===== src/rtl/count_sched_pkg.sv =====
`default_nettype none
// ============================================================================
// Module      : count_sched_pkg
// Description : Shared definitions for the dual-counter burst sequencer.
//               - LEN_W_DEFAULT : default width of the burst-length inputs
//               - state_t       : sequencer states (S_IDLE, S_RUN, S_DONE)
//               - onehot2       : requester index to 2-bit one-hot pulse
// Revision    : 1.0 - initial release
// ============================================================================
package count_sched_pkg;

  localparam int LEN_W_DEFAULT = 8;

  typedef enum logic [1:0] {
    S_IDLE = 2'd0,
    S_RUN  = 2'd1,
    S_DONE = 2'd2
  } state_t;

  // Per-requester strobes (ack/done) are one-hot in the requester index.
  function automatic logic [1:0] onehot2(input logic idx);
    return idx ? 2'b10 : 2'b01;
  endfunction

endpackage
`default_nettype wire


===== src/rtl/count_sched_if.sv =====
`default_nettype none
// ============================================================================
// Module      : count_sched_if
// Description : Requester/status bundle of the burst sequencer.
//               master : requester side (drives req, len0, len1, sel)
//               slave  : sequencer side (drives ack, done, busy, owner,
//                        en, slt)
//               req[1:0]   level request per requester
//               len0/len1  burst length per requester
//               sel[1:0]   target counter per requester
//               ack[1:0]   one-cycle accept pulse
//               done[1:0]  one-cycle completion pulse
//               busy       sequencer not idle
//               owner      current / last granted requester
//               en, slt    counter enable and counter select
// Revision    : 1.0 - initial release
// ============================================================================
interface count_sched_if
  import count_sched_pkg::*;
#(
  parameter int LEN_W = LEN_W_DEFAULT
);

  logic [1:0]       req;
  logic [LEN_W-1:0] len0;
  logic [LEN_W-1:0] len1;
  logic [1:0]       sel;
  logic [1:0]       ack;
  logic [1:0]       done;
  logic             busy;
  logic             owner;
  logic             en;
  logic             slt;

  modport master (
    output req, len0, len1, sel,
    input  ack, done, busy, owner, en, slt
  );

  modport slave (
    input  req, len0, len1, sel,
    output ack, done, busy, owner, en, slt
  );

endinterface
`default_nettype wire


===== src/rtl/count_sched_rr_arb2.sv =====
`default_nettype none
// ============================================================================
// Module      : rr_arb2
// Description : Two-way round-robin pick (purely combinational).
//               req[1:0] : pending requests
//               last     : index of the requester served last
//               win      : winning requester index
//               valid    : at least one request pending
//               A lone requester always wins; on a tie the requester that
//               was not served last wins.
// Revision    : 1.0 - initial release
// ============================================================================
module rr_arb2
  import count_sched_pkg::*;
(
  input  logic [1:0] req,
  input  logic       last,
  output logic       win,
  output logic       valid
);

  always_comb begin
    valid = |req;
    if (&req) begin
      win = ~last;
    end else begin
      // With at most one bit set, bit 1 alone decides the index.
      win = req[1];
    end
  end

endmodule
`default_nettype wire


===== src/rtl/count_sched.sv =====
`default_nettype none
// ============================================================================
// Module      : count_sched
// Description : Burst sequencer and round-robin arbiter for the shared dual
//               64-bit counter. Grants one burst at a time, drives en/slt for
//               exactly len cycles and reports accept/finish per requester.
//               clk   : rising-edge clock
//               rst_n : asynchronous active-low reset
//               bus   : count_sched_if.slave (requests in, status/counter out)
// Revision    : 1.0 - initial release
// ============================================================================
module count_sched
  import count_sched_pkg::*;
#(
  parameter int LEN_W = LEN_W_DEFAULT
)(
  input  logic         clk,
  input  logic         rst_n,
  count_sched_if.slave bus
);

  state_t           r_state;
  logic [LEN_W-1:0] r_rem;
  logic             r_last;
  logic [1:0]       r_ack;
  logic [1:0]       r_done;
  logic             r_busy;
  logic             r_owner;
  logic             r_en;
  logic             r_slt;

  logic             w_win;
  logic             w_valid;
  logic [LEN_W-1:0] w_len;
  logic             w_sel;

  rr_arb2 u_arb (
    .req   (bus.req),
    .last  (r_last),
    .win   (w_win),
    .valid (w_valid)
  );

  assign w_len = w_win ? bus.len1 : bus.len0;
  assign w_sel = bus.sel[w_win];

  always_ff @(posedge clk or negedge rst_n) begin
    if (!rst_n) begin
      r_state <= S_IDLE;
      r_rem   <= '0;
      r_last  <= 1'b1;   // requester 0 wins the first tie
      r_ack   <= 2'b00;
      r_done  <= 2'b00;
      r_busy  <= 1'b0;
      r_owner <= 1'b0;
      r_en    <= 1'b0;
      r_slt   <= 1'b0;
    end else begin
      r_ack  <= 2'b00;
      r_done <= 2'b00;
      case (r_state)
        S_IDLE: begin
          if (w_valid) begin
            r_owner <= w_win;
            r_slt   <= w_sel;
            r_rem   <= w_len;
            r_busy  <= 1'b1;
            r_ack   <= onehot2(w_win);
            if (w_len != '0) begin
              r_en    <= 1'b1;
              r_state <= S_RUN;
            end else begin
              // Zero-length burst: accept and finish in the same cycle.
              r_done  <= onehot2(w_win);
              r_state <= S_DONE;
            end
          end
        end
        S_RUN: begin
          r_rem <= r_rem - LEN_W'(1);
          // rem counts the en cycles still to go, this one included.
          if (r_rem == LEN_W'(1)) begin
            r_en    <= 1'b0;
            r_done  <= onehot2(r_owner);
            r_state <= S_DONE;
          end
        end
        S_DONE: begin
          r_last  <= r_owner;
          r_busy  <= 1'b0;
          r_state <= S_IDLE;
        end
        default: begin
          r_en    <= 1'b0;
          r_busy  <= 1'b0;
          r_state <= S_IDLE;
        end
      endcase
    end
  end

  assign bus.ack   = r_ack;
  assign bus.done  = r_done;
  assign bus.busy  = r_busy;
  assign bus.owner = r_owner;
  assign bus.en    = r_en;
  assign bus.slt   = r_slt;

endmodule
`default_nettype wire


===== src/flat_wrapper.sv =====
// flat-port wrapper written by rule: the top's interface ports become plain ports
module count_sched_flat import count_sched_pkg::*;
#(
  parameter int LEN_W = LEN_W_DEFAULT
)
  (clk, rst_n, bus_req, bus_len0, bus_len1, bus_sel, bus_ack, bus_done, bus_busy, bus_owner, bus_en, bus_slt);
  count_sched_if #(.LEN_W(LEN_W)) bus_i ();
  input  logic clk;
  input  logic rst_n;
  input wire logic [$bits(bus_i.req)-1:0] bus_req;
  input wire logic [$bits(bus_i.len0)-1:0] bus_len0;
  input wire logic [$bits(bus_i.len1)-1:0] bus_len1;
  input wire logic [$bits(bus_i.sel)-1:0] bus_sel;
  output wire logic [$bits(bus_i.ack)-1:0] bus_ack;
  output wire logic [$bits(bus_i.done)-1:0] bus_done;
  output wire logic [$bits(bus_i.busy)-1:0] bus_busy;
  output wire logic [$bits(bus_i.owner)-1:0] bus_owner;
  output wire logic [$bits(bus_i.en)-1:0] bus_en;
  output wire logic [$bits(bus_i.slt)-1:0] bus_slt;
  assign bus_i.req = bus_req;
  assign bus_i.len0 = bus_len0;
  assign bus_i.len1 = bus_len1;
  assign bus_i.sel = bus_sel;
  assign bus_ack = bus_i.ack;
  assign bus_done = bus_i.done;
  assign bus_busy = bus_i.busy;
  assign bus_owner = bus_i.owner;
  assign bus_en = bus_i.en;
  assign bus_slt = bus_i.slt;
  count_sched #(.LEN_W(LEN_W)) u_core (.clk(clk), .rst_n(rst_n), .bus(bus_i));
endmodule

===== config.mk =====
export PLATFORM = sky130hd
export DESIGN_NAME = count_sched_flat
export DESIGN_NICKNAME = d
export VERILOG_FILES = /design/src/rtl/count_sched_pkg.sv /design/src/rtl/count_sched_if.sv /design/src/rtl/count_sched_rr_arb2.sv /design/src/rtl/count_sched.sv /design/src/flat_wrapper.sv
export SDC_FILE = /design/constraint.sdc
export NUM_CORES = 1
export LEC_CHECK = 0
export CAP_MARGIN = 30
export CORE_MARGIN = 2
export CORE_UTILIZATION = 50
export CTS_BUF_LIST = sky130_fd_sc_hd__clkbuf_4
export DETAILED_ROUTE_END_ITERATION = 8
export DONT_BUFFER_PORTS = 1
export GPL_TIMING_DRIVEN = 1
export PLACE_DENSITY = 0.64
export SYNTH_ARGS = -nofsm -noshare
export SYNTH_HDL_FRONTEND = slang
export SYNTH_SLANG_ARGS = --single-unit

===== constraint.sdc =====
create_clock -name clk -period 1.6 [get_ports clk]
set_input_delay 0.48 -clock clk [delete_from_list [all_inputs] [get_ports clk]]
set_output_delay 0.48 -clock clk [all_outputs]
set_load 0.01 [all_outputs]

==> summary.md <==
| Metric | Value |
|---|---|
| Async SR Flop Fraction | 100% |
| CTS tree | done |
| Synth area leader | dfrtp_1 |
| Dpl ws | 111 ps |
| Synth area leaders | dfrtp_1 42%, mux2i_1 4.7%, a211oi_1 3.5% |
| Die footprint | 2510 um^2 |
| N_diodes | 0 |
| Number of buffers created by CTS | 3 |
| Initial Util | 53.7% |
| Setup Crit Path Kind | flip-flop to flip-flop |
| Most frequent cell after synthesis | dfrtp_1 |
| Fmax | 0.666 GHz |
| Clock sink count | 19 |
| Root Buffer Master | clkbuf_4 |
| GRT overflow | 0 |
| Run status | finished, final reports clean |
| LEAKAGE | 0.490 nW |
| Drt first pass iters | 4 |
| Final core utilization | 58.0% |
| Global Route met1 Usage | just under 30% |
| Postcts setup bufs | 0 |
| # nets final | 132 |
| Slew Viols, Final | 0 |
| Worst ir drop on vdd | around 0.0011 V |
| Sequential area share after synthesis | 44.8% |
| Ports | 30 |
| CP Launch Type | flip-flop |
| Max FO, Critical Path | 4 |
| Slowest stage cell, crit path | dfrtp_1 |
| Die height | 50.1 um |
| Final hold violations | 0 |
| Met3 Resource Use GR | 4.17% |
| Clock transition at path regs | 120 ps |
| Ys flop type | dfrtp_1 |
| Quantity of I/O buffers inserted on ports | 0 |
| Syn Area/Cell | ~11 um^2 |
| Required time worst endpoint | 1800 ps |
| Via density | 6.28 |
| Largest net degree at the start of global routing | 20 |
| Max-Cap Viols | 0 |
| Netlist Area Pre-Place | 1060 um^2 |
| H-Tree Depth | 1 |
| Initial DRC Count | 22 |
| Worst-Skew Late Latency | around 310 ps |
| Largest stage delay on the critical path | between 400 and 500 ps |
| Dpl hpwl | 1800 um |
| Setup violators final | 0 |
| Proportion of layout cells with a drive suffix above 1 | between 10% and 20% |
| Placed Area | about 1100 um^2 |
| Met2 Usage GRT | 31.6% |
| Ys Warns | 0 |
| Drt wl/cell | 17.4 um |
| Final instance area | 1150 um^2 |
| Fillers | 169 |
| Synthesized netlist cell count | 100 |
| Number of antenna violations at the first check in global routing | 0 |
| DR DRC count | 0 |
| Number of flops mapped to enable cells by yosys | 0 |
| Final period util | 93.8% |
| Clock skew | 11.0 ps |
| GPL Wtd Cong | approximately 0.8 |
| Rel. slew slack | between 40% and 50% |
| Vias in the first global route | 807 |
| Die width | ~50 um |
| Area Growth Syn to Fin | 7.87% |
| Worst-Margin Slew | 860 ps |
| Fin worst setup slack | 99.0 ps |
| RSZ-0062 raised after global routing | no |
| Crit. End Element | flip-flop |
| Yosys top cell area share | about 42% |
| Std cell rows | 16 |
| Synthesized netlist net count | 124 |
| CP arrival | 1700 ps |
| Crit path cell chain | nor4_2 > and3_1 > o21ai_0 > o2bb2ai_1 |
| Global Route Usage Sum | a little over a fifth |
| Synth top cells by count | 18 x dfrtp_1, 8 x nor2_1, 5 x a211oi_1, 5 x mux2i_1, 5 x nand2_1 |
| Clk buf depth | 2 |
| TNS Setup | 0 ps |
| GRT Max-Usage Layer | met2 |
| Synthesized flop and latch total | 19 |
| Worst hold path type | input port to flip-flop |
| Netlist cell types | 40 |
| Hold_ws | 309 ps |
| Reg area | 477 um^2 |
| Drt total wl | 2330 um |
| Final antenna-violating net count | 0 |
| Total number of vias | roughly 840 |
| Final Critical Period | ~1500 ps |
| First-pass GRT wire length | around 3900 um |
| Area of the multi-input gates | 549 um^2 |
| Power Dens Cells | 1750 nW/um^2 |
| Core box area | 1980 um^2 |
[layer usage]
metal,wire length (um),part of all wire [%],vias to the layer above
met5,0,0,-
met4,26,1.1,0
met3,201,8.6,4
met2,1080,46,40
met1,1030,44,405
li1,-,-,393
[worst max-delay path: cells and delay by family (launching register included)]
family | cells | cell delay [ps]
AND/OR/NAND/NOR | 2 | 690
flip-flops | 1 | 440
AO/OA/AOI/OAI | 2 | 280
[area by class of cell]
type                    instances  share of cell area, %
multi-input cells              75                   47.8
inverters                       3                  0.980
well taps                      27                   2.94
clock buffers                   3                   1.96
flip-flops and latches         19                   41.5
clock inverters                 1                  0.654
repair buffers                  6                   4.14
[per-stage QoR]
stage | total power, mW | instances
after floorplan | 1.57 | 100
after CTS | 2.01 | 134
after detailed placement | 1.74 | 129
after global placement | 1.70 | 129
after global routing | 2.17 | 134
final | 2.01 | 134
[registers in the layout (all words and copies together), names as in the netlist]
signal	cells
u_core.bus.ack	2
u_core.bus.busy	1
u_core.bus.done	2
u_core.bus.en	1
u_core.bus.owner	1
u_core.bus.slt	1
u_core.r_last	1
u_core.r_rem	8
u_core.r_state	2
[cell families after synthesis]
kind of cell	synth area share, %
simple gates	20.9
flops	44.8
compound gates	20.1
buf+inv	4.23
fa+ha+maj	2.35
xor+xnor	0.823
mux	6.82
[layout by cell type, fill, tap and decap left out, types with 2 or more instances in the layout]
cell      count
a211oi_1      5
a311oi_1      3
and3_1        2
buf_4         5
clkbuf_4      3
dfrtp_1      18
ha_1          2
inv_1         3
mux2_2        2
mux2i_1       5
nand2_1       5
nand3_1       4
nor2_1        7
nor2b_1       2
nor3_1        3
nor4_1        4
o211a_1       2
o21ai_0       3
o221ai_1      2
or2b_1        2
[where the power goes]
part	switching, mW	total (mW)	internal [mW]
registers	0.272	0.965	0.694
clock network	0.157	0.252	0.0953
logic	0.397	0.790	0.394
[what timing repair did]
| item | CTS | global route |
|---|---|---|
| gates resized for setup | 0 | 2 |
| endpoints found under the hold margin | 19 | 0 |
| hold buffers | 1 | 0 |
| setup endpoints to repair | 0 | 3 |
[worst paths after layout]
kind	slack, ps	end	depth (start not counted)	from
hold reg to reg	550	u_core.r_rem[6]$_DFFE_PN0P_	1	u_core.r_rem[6]$_DFFE_PN0P_
min in group asynchronous	710	u_core.bus.ack[0]$_DFF_PN0_	1	rst_n
setup reg to reg	100	u_core.bus.en$_DFFE_PN0P_	4	u_core.r_rem[4]$_DFFE_PN0P_
setup / recovery	100	u_core.bus.en$_DFFE_PN0P_	4	u_core.r_rem[4]$_DFFE_PN0P_
max in group asynchronous	350	u_core.r_rem[0]$_DFFE_PN0P_	1	rst_n
hold / removal	310	u_core.bus.slt$_DFFE_PN0P_	1	bus_sel[0]
No activity file was read; power rests on OpenSTA's default activity.
